$ cat config.mk
export PLATFORM = sky130hd
export DESIGN_NAME = hazard_scoreboard
export DESIGN_NICKNAME = d
export VERILOG_FILES = /design/src/rtl/hazard_scoreboard.sv
export SDC_FILE = /design/constraint.sdc
export NUM_CORES = 1
export LEC_CHECK = 0
export BUFFER_PORTS_ARGS = -buffer_cell sky130_fd_sc_hd__buf_2
export CAP_MARGIN = 10
export CORE_ASPECT_RATIO = 0.9
export CORE_MARGIN = 1.5
export CORE_UTILIZATION = 41
export DETAILED_ROUTE_END_ITERATION = 10
export PLACE_DENSITY = 0.84
export SLEW_MARGIN = 5
export SYNTH_ARGS = -nofsm -noshare
export SYNTH_HDL_FRONTEND = slang
export SYNTH_SLANG_ARGS = --single-unit
export TNS_END_PERCENT = 100
$ cat constraint.sdc
create_clock -name clk -period 1.9 [get_ports clk]
set_input_delay 0.19 -clock clk [delete_from_list [all_inputs] [get_ports clk]]
set_output_delay 0.19 -clock clk [all_outputs]
set_load 0.005 [all_outputs]
$ cat src/rtl/hazard_scoreboard.sv
// hazard_scoreboard: load-use stall, branch flush and EX forwarding control.
// Define HAZARD_FORWARD_EN for forwarding; otherwise every RAW dependency stalls.
module hazard_scoreboard #(
  parameter int XLEN_REGS = 32
) (
  input  logic                         clk,
  input  logic                         reset,
  input  logic [$clog2(XLEN_REGS)-1:0] rs1_id,
  input  logic [$clog2(XLEN_REGS)-1:0] rs2_id,
  input  logic [$clog2(XLEN_REGS)-1:0] rd_id,
  input  logic                         reg_write_id,
  input  logic [1:0]                   result_src_id,
  input  logic                         pc_src_ex,
  output logic                         stall_if,
  output logic                         stall_id,
  output logic                         flush_id,
  output logic                         flush_ex,
  output logic [1:0]                   forward_a_ex,
  output logic [1:0]                   forward_b_ex
);

  localparam int RW = $clog2(XLEN_REGS);

  typedef struct packed {
    logic          valid;
    logic [RW-1:0] rd;
    logic          is_load;
    logic [RW-1:0] rs1;
    logic [RW-1:0] rs2;
  } ex_ent_t;

  typedef struct packed {
    logic          valid;
    logic [RW-1:0] rd;
  } wr_ent_t;

  ex_ent_t ex_q;
  ex_ent_t ex_d;
  wr_ent_t mem_q;
  wr_ent_t wb_q;

  logic hit_ex;
  logic hit_mem;
  logic raw_stall;

  // x0 is never a real producer, so a zero source never matches
  function automatic logic hit(
    input logic          v,
    input logic [RW-1:0] rd,
    input logic [RW-1:0] rs
  );
    return v && (rs != '0) && (rd == rs);
  endfunction

  always_comb begin
    ex_d         = '0;
    ex_d.valid   = reg_write_id & (rd_id != '0);
    ex_d.rd      = rd_id;
    ex_d.is_load = (result_src_id == 2'b01);
    ex_d.rs1     = rs1_id;
    ex_d.rs2     = rs2_id;
  end

  assign hit_ex  = hit(ex_q.valid, ex_q.rd, rs1_id)
                 | hit(ex_q.valid, ex_q.rd, rs2_id);
  assign hit_mem = hit(mem_q.valid, mem_q.rd, rs1_id)
                 | hit(mem_q.valid, mem_q.rd, rs2_id);

`ifdef HAZARD_FORWARD_EN
  function automatic logic [1:0] fwd_sel(input logic [RW-1:0] rs);
    if (hit(mem_q.valid, mem_q.rd, rs))
      return 2'b10;
    else if (hit(wb_q.valid, wb_q.rd, rs))
      return 2'b01;
    else
      return 2'b00;
  endfunction

  logic unused_mem;
  assign unused_mem   = hit_mem;
  assign raw_stall    = ex_q.is_load & hit_ex;
  assign forward_a_ex = reset ? fwd_sel(ex_q.rs1) : 2'b00;
  assign forward_b_ex = reset ? fwd_sel(ex_q.rs2) : 2'b00;
`else
  logic unused_fwd;
  assign unused_fwd   = ^{ex_q.is_load, ex_q.rs1, ex_q.rs2, wb_q};
  assign raw_stall    = hit_ex | hit_mem;
  assign forward_a_ex = 2'b00;
  assign forward_b_ex = 2'b00;
`endif

  // a taken branch kills the stalled instruction, so flush wins
  assign stall_if = reset & raw_stall & ~pc_src_ex;
  assign stall_id = stall_if;
  assign flush_id = reset & pc_src_ex;
  assign flush_ex = reset & (raw_stall | pc_src_ex);

  always_ff @(posedge clk) begin
    if (!reset) begin
      ex_q  <= '0;
      mem_q <= '0;
      wb_q  <= '0;
    end else begin
      wb_q  <= mem_q;
      mem_q <= {ex_q.valid, ex_q.rd};
      ex_q  <= flush_ex ? '0 : ex_d;
    end
  end

endmodule

; Yosys cells after proc, flatten, opt, wreduce, memory -nomap -nowiden
; Cells that the tools add are included.
[totals]
ff_bits = 12
latch_bits = 0
mem_bits_rw = 0
mem_bits_ro = 0
word_cells = 31
mem_count = 0
[op_classes]
add_sub_neg = 0
n_mul = 0
div_mod_pow = 0
magnitude_cmp = 0
eq_ne = 4
n_shift = 0
muxes = 0
bitwise = 11
n_reduce_logical = 12
[ops]
columns = op, count
row1 = $eq 5x5->1, 4
row2 = $reduce_bool 5->1, 3
row3 = $logic_and 1x1->1, 8
row4 = $and 1x1->1, 5
row5 = $or 1x1->1, 4
row6 = $not 1->1, 2
row7 = $reduce_or 2->1, 1

; Longest topological paths before layout
[depth]
depth_word = 8
ltp_mapped = 7
depth_no_buf = 5

; Least setup slack after synthesis
; Ideal clock, no wire load.
[synth_timing]
kind = input-to-output
from = input port rs2_id[1]
to = output port stall_if
arrival_ns = 1.840
t_required_ns = 1.710
path_slack_ns = -0.130
cell_stages = 7
path_cell_list = or4_1 > nor2_2 > nor3_1 > or4_1 > buf_6 > nor2b_1 > buf_4
[synth_between]
elab_chain_len = 7
elab_cells_between_ends = 12
[synth_lines]
columns = element, line_no
row1 = "start, declared", 9  ; input logic [$clog2(XLEN_REGS)-1:0] rs2_id,
row2 = $reduce_bool 5->1, 52  ; return v && (rs != '0) && (rd == rs);
row3 = $logic_and 1x1->1 (2 in series), 52
row4 = "$or 1x1->1, on equally long branches", "65, 67"
row5 = $or 1x1->1 (*), 87  ; assign raw_stall = hit_ex | hit_mem;
row6 = $and 1x1->1 (*) (2 in series), 93  ; assign stall_if = reset & raw_stall & ~pc_src_ex;
row7 = "end, declared", 14  ; output logic stall_if,
; Every way passes the cells marked *; elsewhere a longest branch is shown, timed or not.

; Final worst setup path
[layout_timing]
from = input port rs2_id[4]
to = output port flush_ex
[layout_between]
elab_chain_len = 7
elab_cells_between_ends = 12
[layout_lines]
columns = element, line_no
row1 = $reduce_bool 5->1, 52
row2 = $logic_and 1x1->1 (2 in series), 52
row3 = "$or 1x1->1, on equally long branches", "65, 67"
row4 = $or 1x1->1 (*), 87
row5 = $or 1x1->1 (*), 96  ; assign flush_ex = reset & (raw_stall | pc_src_ex);
row6 = $and 1x1->1 (*), 96
row7 = "end, declared", 17  ; output logic flush_ex,
; Marked as above.

==> flow_summary.ini <==
[status]
status = finished with violations
violations = setup timing

[timing]
min_period_ns = 2.04
maxSlewViolCount = 0
rsz0062_at_grt = yes
setup_viol = 3
max_freq_mhz = 491
hold_viol_final = 0
setup-tns-final_ns = -0.369
setup_ws_ns = -0.138
skew_ns = 0.00341
timing.final.crit_share = 1.07

[worst_setup_path]
crit_chain = buf_6, or4_4, nor2_4, nor3_2, or4_4, o21a_1, buf_2
end_kind = output pin
worstPathRequired_ns = 1.71
crit_fanout = 3
slowest_delay_ns = 0.55
r2r-start = ex_q[13]
worstReg2RegEnd = ex_q[16]
cp_slowest_cell = or4_4
crit_start = rs2_id[4]
rrSetupSlack_ns = 0.30
r2r_cells = 6
critPathLaunchType = input port
cpMostUsedCell = or4_4
cp.arrival_ns = 1.85
worstSetupPathType = in -> out

[finish]
layout.nets = 132
antennaDiodeCount = 0
ff_latch_area_sq_um = 240
fillers = 162
fin_util = 0.589
syn2layout_area_growth_pct = 36.7
multi_input_area_sq_um = 440
final_layout_size_suffix_gt1_frac = 0.436

[clock_tree]
cts_max_level = 1
cts_root_buf = clkbuf_4
holdBufCountCts = 0
worstSkewPairLatency_ns = 0.26
cts_tree = built
cts_buffers = 3
clock_sinks = 12
clk_path_buf_depth = 2
clk_pin_slew_worst_paths_ns = 0.07

[placement]
hpwlAfterDp_mm = 1.18
place_congestion = 0.869
portBuffers = 22
preCtsSetupSlack_ns = -0.240

[drt]
dr.pass1.iters = 4
first_iter_violations = 7
wirelength_mm = 1.51
drc_errors = 0
vias = 620
drtAntennaViolNets = 0
via_per_inst = 4.63
drt-wirelength-per-cell_um = 11.3

[synth]
ys_top_cells_by_area = dfxtp_1 (34%), xnor2_1 (20%), nor3_2 (8.5%)
synth_area_sq_um = 709
yosys-top-cells-count = xnor2_1 (16), dfxtp_1 (12), and2_1 (7), nor3_2 (6)
ys_ff_latch = 12
syn_inst = 77
yosysSeqAreaShare = 0.339
netlist.top_cell.by_area = dfxtp_1
synth_edf_count = 0
yosysMostFrequentCell = xnor2_1
yosysWarnings = 0
synth_area_per_cell_sq_um = 9.21
yosysTopAreaCellShare = 0.339
synthFlopType = dfxtp_1
async_reset_ff_frac = 0
yosysUniqueCellTypes = 20

[hold_path]
hp-class = in -> reg
hold_path_end = ex_q[12]
hold_depth = 3
hold_start = rd_id[1]

[power_and_ir_drop]
total_power_mw = 0.571
cellLeakagePower_nw = 0.406
power.share.switching = 0.231
cellPowerDensity_mw_per_mm2 = 589
ir_drop_uv = 458
intPower_mw = 0.439
total_switching_power_mw = 0.132
seq_power_share = 0.470
clkPwrFrac = 0.336
p_comb_frac = 0.194

[die]
die_area_sq_mm = 0.00199
io_pins = 29
start_util = 0.431
core_sq_mm = 0.00165
rows = 14
chipHeight_um = 42.5
die_w_um = 46.8

[global_route]
first_global_vias = 608
grt_max_degree = 10
grt_pass1_wl_mm = 2.32
grt-ovfl-total = 0
antenna_found_initial = 0
grt_use_total = 0.163

[flow_run]
drv_cap = 0
[routing by layer]
| metal | track usage | vias up | share of wire |
|---|---|---|---|
| met5 | 0 | - | 0 |
| met1 | 0.181 | 275 | 0.41 |
| li1 | - | 312 | - |
| met2 | 0.285 | 31 | 0.53 |
| met4 | 0.0833 | 0 | 0.011 |
| met3 | 0.0259 | 2 | 0.053 |
[kinds of logic (layout without fill, tap and decap cells)]
| kind of cell | after synthesis | count (layout) | synth area share |
|---|---|---|---|
| AND/OR/NAND/NOR | 31 | 31 | 0.296 |
| XOR/XNOR | 20 | 20 | 0.247 |
| AO/OA/AOI/OAI | 2 | 2 | 0.0176 |
| buffers and inverters | 11 | 41 | 0.0952 |
| flip-flops | 12 | 12 | 0.339 |
| other | 1 | 4 | 0.00529 |
[flip-flops by register name (all words and copies together), names as in the netlist]
name   cells
mem_q      6
ex_q       6
[power by group through the flow]
| stage | Combinational [mW] | Sequential [mW] | Clock, mW |
|---|---|---|---|
| after global routing | 0.121 | 0.270 | 0.202 |
| after CTS | 0.110 | 0.269 | 0.196 |
| after detailed placement | 0.102 | 0.275 | 0 |
| after global placement | 0.0987 | 0.274 | 0 |
| final | 0.111 | 0.269 | 0.192 |
| after floorplan | 0.0582 | 0.272 | 0 |
[repair_timing]
item                                    4_1_cts  5_1_grt
gates resized for setup                       6        1
pin swaps                                     8        1
setup buffers                                 1        0
endpoints found under the setup margin        3        3
[area by class of cell]
type	instances	area share
clock buffer	4	0.0374
inverter	5	0.0194
multi-input combinational	57	0.454
sequential	12	0.248
tap	24	0.0310
timing repair buffer	32	0.210
[layout by cell type (no fill, tap or decap)]
cell type  instances
nor2_2             1
o21ai_0            1
xnor2_1           16
buf_4             10
clkbuf_8           1
nor3_2             7
o21a_1             1
dfxtp_1           12
and2_1             7
nand4_1            5
nor2b_4            1
buf_6              3
nor2_4             1
nand2b_1           1
conb_1             4
nor4_1             2
inv_1              5
xor2_1             4
nand2_1            2
clkbuf_4           3
nor3_1             1
or4_4              2
or4_1              1
buf_2             19
[worst max path at each step]
| stage | to | slack [ns] | depth (start not counted) |
|---|---|---|---|
| global route | flush_ex | -0.18 | 7 |
| finish | flush_ex | -0.14 | 7 |
| CTS | flush_ex | -0.13 | 7 |
| floorplan | stall_if | -0.09 | 7 |
| global placement | flush_ex | -0.21 | 7 |
| detailed placement | flush_ex | -0.24 | 7 |
[stage by stage]
stage,std cells,area [sq um],hold WS (ns)
after floorplan,80,736,0.312
after global placement,129,891,0.444
after detailed placement,129,891,0.448
after CTS,134,967,0.164
after global routing,134,970,0.185
final,134,970,0.166
[critical path: cells and delay by family]
kind / cells / cell delay, ns
AND/OR/NAND/NOR: 4 / 1.26
AO/OA/AOI/OAI: 1 / 0.18
buffers and inverters: 2 / 0.21
(Power assumes the default switching activity.)
